`config.mk`:
```
export PLATFORM = sky130hd
export DESIGN_NAME = hdr_capture_buffer
export DESIGN_NICKNAME = d
export VERILOG_FILES = /design/src/rtl/hdr_capture_buffer_pkg.sv /design/src/rtl/hdr_byte_writer.sv /design/src/rtl/hdr_capture_buffer.sv
export SDC_FILE = /design/constraint.sdc
export NUM_CORES = 1
export LEC_CHECK = 0
export BUFFER_PORTS_ARGS = -buffer_cell sky130_fd_sc_hd__buf_4
export CAP_MARGIN = 0
export CORE_AREA = 2 2 241 243
export CTS_CLUSTER_DIAMETER = 200
export DETAILED_ROUTE_END_ITERATION = 8
export DIE_AREA = 0 0 243 245
export PLACE_DENSITY = 0.82
export SYNTH_ARGS = -nofsm -noshare
export SYNTH_HDL_FRONTEND = slang
export SYNTH_SLANG_ARGS = --single-unit
```
`constraint.sdc`:
```
create_clock -name clk -period 24.4 [get_ports clk]
set_input_delay 3.66 -clock clk [delete_from_list [all_inputs] [get_ports clk]]
set_output_delay 3.66 -clock clk [all_outputs]
set_load 0.01 [all_outputs]
```
`src/rtl/hdr_capture_buffer_pkg.sv`:
```
// Shared types and constants for the header capture buffer and its parser.
// The header depth here must match the downstream parser's header depth.
package hdr_capture_buffer_pkg;

  localparam int HDR_MAX_LEN = 64;
  localparam int WORD_BYTES  = 4;
  localparam int HDR_LEN_W   = $clog2(HDR_MAX_LEN + 1);

  typedef logic [7:0]           byte_t;
  typedef logic [HDR_LEN_W-1:0] hdr_len_t;

  typedef enum logic [2:0] {
    S_IDLE,
    S_FILL,
    S_DRAIN,
    S_WAIT_BUSY,
    S_WAIT_DONE
  } state_t;

  // A last word advertising 0 or more than a full word of bytes counts as a full word.
  function automatic int unsigned lane_count(input logic last, input logic [2:0] nbytes);
    lane_count = WORD_BYTES;
    if (last && (nbytes != 3'd0) && (nbytes <= 3'd4)) begin
      lane_count = 32'(nbytes);
    end
  endfunction

endpackage

```
`src/rtl/hdr_byte_writer.sv`:
```
// Maps the lanes of one stream word onto header byte positions starting at
// wr_ptr, clipping whatever would fall beyond the end of the header buffer.
module hdr_byte_writer #(
  parameter int HDR_MAX_LEN = 64,
  parameter int WORD_BYTES  = 4,
  parameter int LEN_W       = $clog2(HDR_MAX_LEN + 1)
) (
  input  logic [LEN_W-1:0]              wr_ptr_i,
  input  logic [8*WORD_BYTES-1:0]       s_data_i,
  input  logic                          s_last_i,
  input  logic [2:0]                    s_bytes_i,
  output logic [HDR_MAX_LEN-1:0]        wr_en_o,
  output logic [HDR_MAX_LEN-1:0][7:0]   wr_data_o,
  output logic [LEN_W-1:0]              next_ptr_o,
  output logic                          full_o,
  output logic                          clipped_o
);
  import hdr_capture_buffer_pkg::*;

  localparam int unsigned MAX_U = HDR_MAX_LEN;

  always_comb begin
    int unsigned ptr;
    int unsigned avail;
    int unsigned n_valid;
    int unsigned n_wr;
    int unsigned off;
    logic [1:0]  lane;

    ptr     = 32'(wr_ptr_i);
    n_valid = lane_count(s_last_i, s_bytes_i);
    avail   = (ptr < MAX_U) ? (MAX_U - ptr) : 32'd0;
    n_wr    = (n_valid < avail) ? n_valid : avail;
    off     = 32'd0;
    lane    = 2'd0;

    wr_en_o   = '0;
    wr_data_o = '0;
    for (int i = 0; i < HDR_MAX_LEN; i++) begin
      off = 32'(i) - ptr;
      if ((32'(i) >= ptr) && (off < n_wr)) begin
        lane         = off[1:0];
        wr_en_o[i]   = 1'b1;
        wr_data_o[i] = s_data_i[{~lane, 3'b000} +: 8];
      end
    end

    next_ptr_o = LEN_W'(ptr + n_wr);
    full_o     = ((ptr + n_wr) == MAX_U);
    clipped_o  = (n_valid > n_wr);
  end

endmodule

```
`src/rtl/hdr_capture_buffer.sv`:
```
// Captures the leading bytes of a word stream into a header buffer, launches
// the parser and holds the buffer until it finishes. Optional counters: HDR_CAPTURE_STATS_EN.
module hdr_capture_buffer #(
  parameter int HDR_MAX_LEN = hdr_capture_buffer_pkg::HDR_MAX_LEN,
  parameter int WORD_BYTES  = hdr_capture_buffer_pkg::WORD_BYTES,
  localparam int LEN_W      = $clog2(HDR_MAX_LEN + 1)
) (
  input  logic                        clk,
  input  logic                        rst,
  input  logic [8*WORD_BYTES-1:0]     s_data_i,
  input  logic                        s_valid_i,
  input  logic                        s_last_i,
  input  logic [2:0]                  s_bytes_i,
  output logic                        s_ready_o,
  output logic [HDR_MAX_LEN-1:0][7:0] pkt_hdr_o,
  output logic                        start_o,
  input  logic                        parser_ready_i,
  output logic [LEN_W-1:0]            hdr_len_o,
  output logic                        trunc_o,
`ifdef HDR_CAPTURE_STATS_EN
  output logic [31:0]                 stat_pkts_o,
  output logic [31:0]                 stat_trunc_o,
`endif
  output logic                        busy_o
);
  import hdr_capture_buffer_pkg::*;

  state_t                        state_q, state_d;
  logic [LEN_W-1:0]              wr_ptr_q, wr_ptr_d;
  logic [HDR_MAX_LEN-1:0][7:0]   hdr_q, hdr_d;
  logic [LEN_W-1:0]              hdr_len_q, hdr_len_d;
  logic                          trunc_q, trunc_d;
  logic                          start_q, start_d;
  logic                          busy_seen_q, busy_seen_d;

  logic                          beat;
  logic                          busy_seen_now;
  logic [LEN_W-1:0]              wr_base;
  logic [HDR_MAX_LEN-1:0]        wr_en;
  logic [HDR_MAX_LEN-1:0][7:0]   wr_data;
  logic [LEN_W-1:0]              next_ptr;
  logic                          wr_full;
  logic                          wr_clipped;

  assign s_ready_o     = (state_q == S_IDLE) || (state_q == S_FILL) || (state_q == S_DRAIN);
  assign beat          = s_valid_i & s_ready_o;
  assign busy_seen_now = busy_seen_q | ~parser_ready_i;
  assign wr_base       = (state_q == S_IDLE) ? '0 : wr_ptr_q;

  hdr_byte_writer #(
    .HDR_MAX_LEN (HDR_MAX_LEN),
    .WORD_BYTES  (WORD_BYTES),
    .LEN_W       (LEN_W)
  ) u_writer (
    .wr_ptr_i   (wr_base),
    .s_data_i   (s_data_i),
    .s_last_i   (s_last_i),
    .s_bytes_i  (s_bytes_i),
    .wr_en_o    (wr_en),
    .wr_data_o  (wr_data),
    .next_ptr_o (next_ptr),
    .full_o     (wr_full),
    .clipped_o  (wr_clipped)
  );

  always_ff @(posedge clk or posedge rst) begin
    if (rst) begin
      state_q     <= S_IDLE;
      wr_ptr_q    <= '0;
      hdr_q       <= '0;
      hdr_len_q   <= '0;
      trunc_q     <= 1'b0;
      start_q     <= 1'b0;
      busy_seen_q <= 1'b0;
    end else begin
      state_q     <= state_d;
      wr_ptr_q    <= wr_ptr_d;
      hdr_q       <= hdr_d;
      hdr_len_q   <= hdr_len_d;
      trunc_q     <= trunc_d;
      start_q     <= start_d;
      busy_seen_q <= busy_seen_d;
    end
  end

  always_comb begin
    state_d     = state_q;
    wr_ptr_d    = wr_ptr_q;
    hdr_d       = hdr_q;
    hdr_len_d   = hdr_len_q;
    trunc_d     = trunc_q;
    start_d     = 1'b0;
    busy_seen_d = busy_seen_q;

    case (state_q)
      S_IDLE, S_FILL: begin
        if (beat) begin
          // A new packet wipes the previous header and its status before writing.
          if (state_q == S_IDLE) begin
            hdr_d     = '0;
            hdr_len_d = '0;
            trunc_d   = 1'b0;
          end
          for (int i = 0; i < HDR_MAX_LEN; i++) begin
            if (wr_en[i]) begin
              hdr_d[i] = wr_data[i];
            end
          end
          wr_ptr_d = next_ptr;

          if (s_last_i) begin
            start_d   = 1'b1;
            hdr_len_d = next_ptr;
            trunc_d   = wr_clipped;
            state_d   = S_WAIT_BUSY;
          end else if (wr_full) begin
            start_d     = 1'b1;
            hdr_len_d   = LEN_W'(HDR_MAX_LEN);
            trunc_d     = 1'b1;
            busy_seen_d = 1'b0;
            state_d     = S_DRAIN;
          end else begin
            state_d = S_FILL;
          end
        end
      end

      S_DRAIN: begin
        // The parser may start and even finish while the tail is still draining.
        busy_seen_d = busy_seen_now;
        if (beat && s_last_i) begin
          if (busy_seen_now && parser_ready_i) begin
            state_d = S_IDLE;
          end else if (busy_seen_now) begin
            state_d = S_WAIT_DONE;
          end else begin
            state_d = S_WAIT_BUSY;
          end
        end
      end

      S_WAIT_BUSY: begin
        if (!parser_ready_i) begin
          state_d = S_WAIT_DONE;
        end
      end

      S_WAIT_DONE: begin
        if (parser_ready_i) begin
          state_d = S_IDLE;
        end
      end

      default: begin
        state_d = S_IDLE;
      end
    endcase
  end

  assign pkt_hdr_o = hdr_q;
  assign hdr_len_o = hdr_len_q;
  assign trunc_o   = trunc_q;
  assign start_o   = start_q;
  assign busy_o    = (state_q != S_IDLE);

`ifdef HDR_CAPTURE_STATS_EN
  logic [31:0] stat_pkts_q;
  logic [31:0] stat_trunc_q;

  // trunc_q is updated on the same edge that raises start_q, so it is valid here.
  always_ff @(posedge clk or posedge rst) begin
    if (rst) begin
      stat_pkts_q  <= '0;
      stat_trunc_q <= '0;
    end else if (start_q) begin
      stat_pkts_q <= stat_pkts_q + 32'd1;
      if (trunc_q) begin
        stat_trunc_q <= stat_trunc_q + 32'd1;
      end
    end
  end

  assign stat_pkts_o  = stat_pkts_q;
  assign stat_trunc_o = stat_trunc_q;
`endif

endmodule

```
-- Word-level counts from Yosys, hierarchy flattened
Index checks and enable logic that the tools add are counted.
- register bits: 532
- input port bits: 40
- output and inout port bits: 523
- word-level logic and storage cells: 838
- $add $sub $neg: 66
- $lt $le $gt $ge: 132
- eq/ne operators: 11
- shift operators: 64
- mux-type cells: 220
- bitwise gates (word level): 67
- reductions and logical operators: 208
- operators by type and width (operator ; count):
    $lt 32x32->1 ; 64
    $shiftx 32x6->8 ; 64
    $mux 8 ; 128
    $mux 512 ; 1
    $sub 6x7->8 const A ; 32
    $ge 6x7->1 const A ; 32
    $reduce_and 3->1 ; 65
    $reduce_bool 2->1 ; 65
    $not 2->2 ; 64
    $sub 5x7->8 const A ; 16
    $ge 5x7->1 const A ; 16
    $mux 1 ; 74
    $logic_and 1x1->1 ; 68
    $mux 32 ; 2
    $sub 4x7->8 const A ; 8
    $ge 4x7->1 const A ; 8
    $add 7x32->32 ; 1
    $eq 32x7->1 const B ; 1
    $gt 3x32->1 ; 1
    $lt 3x32->1 ; 1
    $sub 3x7->8 const A ; 4
    $ge 3x7->1 const A ; 4
    $mux 7 ; 4
    $mux 3 ; 7
    other kinds (24) ; 38

-- Logic depth before layout (Yosys ltp)
Gate-level depths: netlist of run 1.
- depth in word-level cells: 12
- depth in mapped cells: 30
- depth with buffers taken out: 25

-- Hierarchy
A second synthesis of run 1 with hierarchy kept.
- cell total of the unflattened synthesis: 4592
- area, all modules: 36154.7 um2
- modules (own cells, without submodules) (module ; instances ; cells an instance ; area each (um2) ; sequential area each (um2)):
    hdr_capture_buffer ; 1 ; 2397 ; 21822.2 ; 13312.8
    hdr_byte_writer ; 1 ; 2195 ; 14332.5 ; 0.0

-- Worst setup path before layout of run 1
Ideal clock, no wire load.
- kind: input-to-reg
- start: in s_last_i
- end: reg hdr_len_q[0] (netlist: hdr_len_o[0])
- setup time: 79 ps
- data arrival time: 7644 ps
- data required time: 24321 ps
- slack: 16676 ps
- cell stages on the path: 22
- path buffers: 1
- path through: clkbuf_1 -> nor2b_1 -> o21a_1 -> inv_1 -> ha_1 -> o2111ai_1 -> mux2i_1 -> ha_1 -> a21oi_1 -> a21oi_1 -> o21a_1 -> o21ai_0 -> nand2b_1 -> a21oi_1 -> ha_1 -> and4b_1 -> nand4_1 -> nor4_1 -> and4_1 -> o21ai_1 -> nand2_1 -> mux2i_1
- longest elaborated chain between the ends: 9
- elaborated cells on any way between the ends: 11
- those cells by class: 1 x add/sub; 1 x order compare; 1 x eq/ne; 4 x mux; 4 x reduce/logical
- RTL lines (what ; line ; source):
    start, declared ; hdr_capture_buffer.sv:12 ; input logic s_last_i,
    $logic_and 1x1->1 (2 in series) ; hdr_capture_buffer_pkg.sv:23 ; if (last && (nbytes != 3'd0) && (nbytes <= 3'd4)) begin
    $mux 3 ; hdr_capture_buffer_pkg.sv:23 ;
    $lt 3x32->1 ; hdr_byte_writer.sv:33 ; n_wr = (n_valid < avail) ? n_valid : avail;
    $mux 32 ; hdr_byte_writer.sv:33 ;
    $add 7x32->32 ; hdr_byte_writer.sv:48 ; next_ptr_o = LEN_W'(ptr + n_wr);
    $eq 32x7->1 ; hdr_byte_writer.sv:49 ; full_o = ((ptr + n_wr) == MAX_U);
    $reduce_bool 3->1 (no line) or $mux 7 (tied branches) ; -- ;
    $reduce_and 3->1 (no line) or $mux 7 (tied branches) ; -- ;
    end signal, assigned ; hdr_capture_buffer.sv:79 ; hdr_len_q <= hdr_len_d;
    end, declared ; hdr_capture_buffer.sv:31 ; logic [LEN_W-1:0] hdr_len_q, hdr_len_d;
Parallel ways exist; a longest one is shown, timed or not.
A chain may end at the register's enable or synchronous reset.

-- Worst setup path in the final report of run 1
- start: in s_last_i
- end: reg hdr_q (netlist bit pkt_hdr_o[344])
- longest elaborated chain between the ends: 10
- elaborated cells on any way between the ends: 12
- those cells by class: 2 x order compare; 5 x mux; 5 x reduce/logical
- RTL lines (what ; line ; source):
    $logic_and 1x1->1 * (2 in series) ; hdr_capture_buffer_pkg.sv:23 ;
    $mux 3 * ; hdr_capture_buffer_pkg.sv:23 ;
    $lt 3x32->1 ; hdr_byte_writer.sv:33 ;
    $mux 32 * ; hdr_byte_writer.sv:33 ;
    $lt 32x32->1 * ; hdr_byte_writer.sv:41 ; if ((32'(i) >= ptr) && (off < n_wr)) begin
    $logic_and 1x1->1 * ; hdr_byte_writer.sv:41 ;
    $mux 1 ; hdr_byte_writer.sv:41 ;
    $reduce_bool 2->1 (no line) ; -- ;
    $reduce_and 3->1 (no line) ; -- ;
    end signal, assigned ; hdr_capture_buffer.sv:78 ; hdr_q <= hdr_d;
    end, declared ; hdr_capture_buffer.sv:30 ; logic [HDR_MAX_LEN-1:0][7:0] hdr_q, hdr_d;
Mark *: on every way between the ends. The rest lies on a longest branch, timed or not.

==> results of run 1 <==
-- layout by cell type (no fill, tap or decap), types with 29 or more instances in the layout --
cell type  instances
a211o_1           49
a211oi_1          29
a21o_1            44
a21oi_1          111
buf_4            604
clkbuf_16         53
conb_1           317
dfrtp_1          532
ha_1             347
inv_1             95
mux2i_1          470
nand2_1          765
nand3_1          158
nor2_1            69
o21ai_0          129
xnor2_1           85
-- tightest hold or removal path, stage by stage (launching register included) --
cell     delay (ns)
dfrtp_1        0.34
nand3_1        0.06
o21ai_0        0.06
-- flip-flops by register name, summed over array words and instances, names as in the netlist --
register	cells
state_q	3
wr_ptr_q	7
trunc_o	1
pkt_hdr_o	512
busy_seen_q	1
start_o	1
hdr_len_o	7
-- area by class of cell --
class                   count  area [um2]  area share [%]
clock buffers              72        1508           3.723
clock inverters            23       271.5          0.6705
inverters                 103       394.1          0.9732
multi-input cells        2859       19460           48.05
flip-flops and latches    532       13310           32.87
well taps                 765       957.2           2.364
repair buffers            607        4594           11.35
-- routing by layer --
layer	routed length, um	up-vias
met5	0	-
met2	52960	1544
li1	-	12950
met3	11950	509
met4	9379	0
met1	41980	14040
-- cells by family (layout without fill, tap and decap cells) --
| kind of cell | Yosys count | after routing | synth area share [%] |
|---|---|---|---|
| AO/OA/AOI/OAI | 506 | 506 | 10.44 |
| XOR/XNOR | 100 | 100 | 2.672 |
| adder cells (fa/ha/maj) | 350 | 350 | 13.41 |
| buffers and inverters | 312 | 805 | 3.768 |
| flip-flops | 532 | 532 | 40.62 |
| multiplexers | 472 | 472 | 14.42 |
| other | 2 | 317 | 0.02292 |
| AND/OR/NAND/NOR | 1114 | 1114 | 14.64 |
-- power by group through the flow --
stage / clock network, mW / logic [mW] / registers [mW]
2_1_floorplan: 0 / 2.68 / 1.53
3_3_place_gp: 0 / 4.34 / 1.43
3_5_place_dp: 0 / 4.46 / 1.43
4_1_cts: 0.843 / 4.48 / 1.44
5_1_grt: 0.879 / 4.91 / 1.48
6_report: 0.840 / 4.57 / 1.45
-- path summary, 6_finish.rpt --
kind	endpoint	slack, ns
min in group asynchronous	pkt_hdr_o[163]	3.24
max reg2reg	pkt_hdr_o[344]	17.27
max in group asynchronous	pkt_hdr_o[495]	19.60
min reg2reg	pkt_hdr_o[80]	0.50
max	pkt_hdr_o[344]	16.64
min	pkt_hdr_o[80]	0.50
-- through the flow --
step	utilization, %	power (mW)	worst slack (ns)	hold WS, ns	area, um2
floorplan	-	4.212	5.873	0.4949	33960
global placement	67.88	5.768	16.30	0.4826	38720
detailed placement	67.88	5.895	16.09	0.4916	38720
CTS	71.00	6.758	16.70	0.5052	40500
global route	71.00	7.262	16.25	0.5249	40500
finish	71.00	6.857	16.64	0.5022	40500
==> reports/metrics.yaml, run 1 <==
drt:
  routedWlPerCell_um: 23.44
  drt-total-wl_um: 116300
  first_iter_violations: 2990
  ant_nets: 0
  drt-vias-per-instance: 5.854
  dr.pass1.iters: 9
  vias: 29040
  drc_errors: 0
critical_path:
  crit_path_max_incr_delay_ns: 0.65
  crit_chain: "buf_4 -> nor2b_1 -> o21a_1 -> inv_1 -> ha_1 -> o2111ai_1 -> mux2i_1 -> ha_1 -> inv_1 -> fa_1 -> a21o_1 -> a21o_1 -> a21oi_1 -> o21ai_0 -> nor4_4 -> mux2i_1"
  ff2ff_path_depth: 21
  worst-setup-path-type: "primary input to flop"
  slowest_stage: "nor4_4"
  cp_top_family: "compound AO/OA/AOI/OAI gates"
  r2r_start: "state_q[1]"
  cp-end-kind: "flop"
  crit_fanout: 9
  crit_cells: 16
  start_kind: "primary input"
  cp.arrival_ns: 8.27
  critPathBufInv: 3
  setup.worst_path.start: "s_last_i"
  required_ns: 24.91
yosys:
  synthArstFlopShare_pct: 100.0
  synth_area_per_cell_um2: 9.673
  synth.area.top_cells: "dfrtp_1 41%, mux2i_1 14%, ha_1 13%"
  yosys_warnings: 0
  synth_cells: 3388
  synth_top_area_cell: "dfrtp_1"
  ys_top_cells_by_count: "768 x nand2_1, 532 x dfrtp_1, 470 x mux2i_1"
  synth-seq-cells: 532
  synth_top_cell_area_share_pct: 40.62
  synth-main-ff-cell: "dfrtp_1"
  yosysSeqAreaShare_pct: 40.62
  synth.most_common_cell: "nand2_1"
  synth-edff-count: 0
  netlist_area_um2: 32770
  yosysUniqueCellTypes: 85
placed_design:
  hpwl_um: 81760
  routabilityCongestion: 0.9932
  port_buffers: 562
  dpl.cell_count: 4866
global_route:
  grt_use_total_pct: 38.43
  grt_antenna_before_repair: 0
  grt_pass1_vias: 29220
  grtUsageMet2_pct: 60.64
  busiest_layer: "met2"
  grt_start_max_net_pins: 231
  grt-ovfl-total: 0
  grt_pass1_wl_um: 175400
  met1_usage_pct: 45.89
  grt.met3_usage_pct: 10.85
flow_run:
  cap_violations: 0
clock_network:
  cts_buffer_depth: 3
  numCtsBuffers: 53
  cts.htree.levels: 2
  cts_tree: "done"
  cts.clk_slew.worst_paths_ns: 0.06
  cts_resized: 0
  cts_setup_buffers: 0
  cts_sinks: 532
  holdBufCountCts: 0
  cts.root.buffer_cell: "clkbuf_16"
  clock_latency_ns: 0.63
pwr:
  comb_power_share_pct: 66.7
  seqPwrFrac_pct: 21.1
  p_leak_nw: 22.16
  swShare_pct: 50.80
  power_density_nw_per_um2: 169.3
  clkPwrFrac_pct: 12.3
  switchingPower_mw: 3.483
  intPower_mw: 3.374
  peakVddDrop_mv: 0.09322
floorplanning:
  boundaryPins: 563
  initial_utilization_pct: 57.46
  die_w_um: 243
  die-area_um2: 59540
  core-area_um2: 57030
  die_y_um: 245
  rows: 88
sta:
  timing.final.hold_violations: 0
  clock.fmax_mhz: 128.8
  period_minus_slack_ns: 7.763
  worst_pin_slew_ns: 1.297
  rsz0062_at_grt: "false"
  setup_viol: 0
  slew_violations: 0
  post-route-period-util_pct: 31.81
  fin_skew_ns: 0.04920
  relSlewSlack_pct: 13.54
  setup_tns_ns: 0
min_path:
  hold_start: "pkt_hdr_o[80]"
  hold_class: "flop to flop"
  whs_path_depth: 2
layout:
  synthToLayoutAreaGrowth_pct: 23.57
  stdcell_count: 4961
  fillers: 4259
  nets: 4546
  n_antenna_cell: 0
  drive_above_1_share_pct: 18.28
status:
  outcome: "finished, final reports clean"
(Power assumes the default switching activity.)
==> run 2: changes to the inputs <==
--- a/config.mk
+++ b/config.mk
@@ -5,6 +5,7 @@
 export SDC_FILE = /design/constraint.sdc
 export NUM_CORES = 1
 export LEC_CHECK = 0
+export ABC_AREA = 1
 export BUFFER_PORTS_ARGS = -buffer_cell sky130_fd_sc_hd__buf_4
 export CAP_MARGIN = 0
 export CORE_AREA = 2 2 241 243
==> constraint.sdc (replaced) <==
create_clock -name clk -period 7.35 [get_ports clk]
set_input_delay 1.1025 -clock clk [delete_from_list [all_inputs] [get_ports clk]]
set_output_delay 1.1025 -clock clk [all_outputs]
set_load 0.01 [all_outputs]
==> run 2 against run 1 <==
  * Sequential cell count stayed put
  * Combinational power grew to 3.3 times the previous value
  * Clock-buffer cell count unchanged
  * Critical path depth rose by 10
  * Clock skew is 0.0054 ns higher
  * Via count is 12% higher
  * Cell count increased by 14%
  * Non-clock buffer count decreased by 10
  * Sequential power rose to 3.2 times the previous value
  * Critical path type is now flop to flop
  * Highest routed layer is now met5
==> reports/metrics.yaml, run 2 <==
layout:
  fin_util_pct: 71.16
  final_cell_mix: "985 x nand2_1, 594 x buf_4, 532 x dfrtp_1, 485 x nand3_1, 348 x ha_1"
  synthToLayoutAreaGrowth_pct: 23.91
  drive_above_1_share_pct: 16.69
  nets: 5227
  largest_reg_flops: 512
  final_common_cell: "nand2_1"
min_path:
  min_to: "pkt_hdr_o[361]"
  hold_start: "pkt_hdr_o[361]"
  hold_class: "flop to flop"
  whs_path_depth: 2
floorplanning:
  die_w_um: 243
  initial_utilization_pct: 57.43
  die-area_um2: 59540
  core-area_um2: 57030
  boundaryPins: 563
  die_y_um: 245
  rows: 88
clock_network:
  cts.root.buffer_cell: "clkbuf_16"
  cts.clk_slew.worst_paths_ns: 0.06
  cts_sinks: 532
  clock_latency_ns: 0.64
  cts_tree: "done"
  cts_buffer_depth: 3
  cts_setup_buffers: 0
  numCtsBuffers: 53
  cts.htree.levels: 2
  holdBufCountCts: 0
  cts_resized: 0
global_route:
  grt_use_total_pct: 38.98
  grt_antenna_before_repair: 7
  grt_pass1_wl_um: 179500
  grt-ovfl-total: 0
  grt_pass1_vias: 30720
  grt_start_max_net_pins: 168
pwr:
  power_density_nw_per_um2: 560.0
  p_leak_nw: 22.38
  peakVddDrop_mv: 0.3012
critical_path:
  cp_top_family: "simple AND/OR/NAND/NOR gates"
  slowest_stage: "fa_1"
  crit_path_max_incr_delay_ns: 0.45
  ff2ff_path_depth: 26
  required_ns: 7.84
  worst-setup-path-type: "flop to flop"
  cp-end-kind: "flop"
  crit_fanout: 22
  cp.arrival_ns: 6.32
  crit_top_cell: "nand2_1"
  r2r_slack_ns: 1.52
  critPathBufInv: 4
  r2r-end: "pkt_hdr_o[282]"
  start_kind: "flop"
  r2r_start: "state_q[2]"
drt:
  first_iter_violations: 3154
  vias: 32500
  dr.pass1.iters: 9
  drc_errors: 0
  drt-total-wl_um: 118300
  ant_nets: 0
  routedWlPerCell_um: 20.95
  drt-vias-per-instance: 5.758
placed_design:
  port_buffers: 562
  place_ws_ns: 1.646
  routabilityCongestion: 1.067
  hpwl_um: 88000
sta:
  worst_pin_slew_ns: 1.229
  clock.fmax_mhz: 171.6
  relSlewSlack_pct: 17.21
  post-route-period-util_pct: 79.30
  hold_slack_ns: 0.4728
  rsz0062_at_grt: "false"
  slew_violations: 0
  worst_slack_ns: 1.521
  fin_skew_ns: 0.05464
  period_minus_slack_ns: 5.829
  timing.final.hold_violations: 0
  setup_viol: 0
yosys:
  netlist_area_um2: 32760
  ys_top_cells_by_count: "985 x nand2_1, 532 x dfrtp_1, 485 x nand3_1"
  synth.most_common_cell: "nand2_1"
  yosys_warnings: 0
  yosysSeqAreaShare_pct: 40.64
  synth_cells: 4018
  synth-main-ff-cell: "dfrtp_1"
  synth_area_per_cell_um2: 8.152
  synth_top_cell_area_share_pct: 40.64
  synth-edff-count: 0
  synth.area.top_cells: "dfrtp_1 41%, ha_1 13%, nand2_1 11%"
  synthArstFlopShare_pct: 100.0
  yosysUniqueCellTypes: 53
  synth-seq-cells: 532
  synth_top_area_cell: "dfrtp_1"
status:
  outcome: "finished, final reports clean"
flow_run:
  cap_violations: 0
run 2: cell count changes after synthesis, sizes merged, moves of 126 or more:
cell / previous run / this run
mux2i: 470 / 0
nand3: 159 / 500
o21ai: 154 / 465
inv: 102 / 360
nand2: 770 / 1005
nand4: 6 / 132
run 2: worst register-to-register path: cells and delay by family (launching register included):
kind,cells,cell delay (ns)
buf+inv,4,0.71
simple gates,13,2.22
fa+ha+maj,4,1.26
flops,1,0.43
compound gates,5,1.13
run 2: final cells by class:
class,instances,area (um2)
antenna,1,2.502
clock buffer,72,1498
clock inverter,24,330.3
fill,4594,16450
inverter,364,1384
multi-input combinational,3289,18580
sequential,532,13310
tap,765,957.2
timing repair buffer,597,4519
run 2: kinds of logic (layout without fill, tap and decap cells):
family	after synthesis	count (layout)	share of synthesized area, %
compound gates	759	759	13.09
xor+xnor	80	80	2.139
buf+inv	512	1057	6.234
other cells	2	318	0.02293
simple gates	1783	1783	24.45
flops	532	532	40.64
fa+ha+maj	350	350	13.42
run 2: how the worst max path moves through the flow:
stage | slack (ns) | endpoint | startpoint | cells after the start
final | 1.52 | pkt_hdr_o[282] | state_q[2] | 26
after global routing | 1.09 | pkt_hdr_o[282] | state_q[2] | 26
after CTS | 1.67 | pkt_hdr_o[282] | state_q[2] | 26
after detailed placement | 1.65 | pkt_hdr_o[282] | state_q[2] | 26
after global placement | 1.71 | pkt_hdr_o[280] | state_q[2] | 26
after floorplan | -0.98 | busy_seen_q | rst | 1
run 2: where the power goes:
part / switching [mW] / internal, mW
sequential: 0.691 / 3.98
combinational: 10.3 / 4.87
clock: 1.21 / 1.65
total: 12.2 / 10.5
run 2: stage by stage:
| stage | total power [mW] | setup TNS [ns] | cells | instance area [um2] |
|---|---|---|---|---|
| CTS | 22.38 | 0 | 5643 | 40580 |
| global route | 24.36 | 0 | 5644 | 40590 |
| finish | 22.73 | 0 | 5644 | 40590 |
| floorplan | 13.80 | -523.79 | 4333 | 33940 |
| global placement | 19.07 | 0 | 5547 | 38760 |
| detailed placement | 19.43 | 0 | 5547 | 38760 |
run 2: per-layer routing:
metal	part of all wire [%]	vias to the layer above	track usage, %
met2	45	1729	60.74
met4	5.0	4	17.65
met5	0.025	-	0
met3	11	376	10.62
met1	39	15480	50.95
li1	-	14910	-
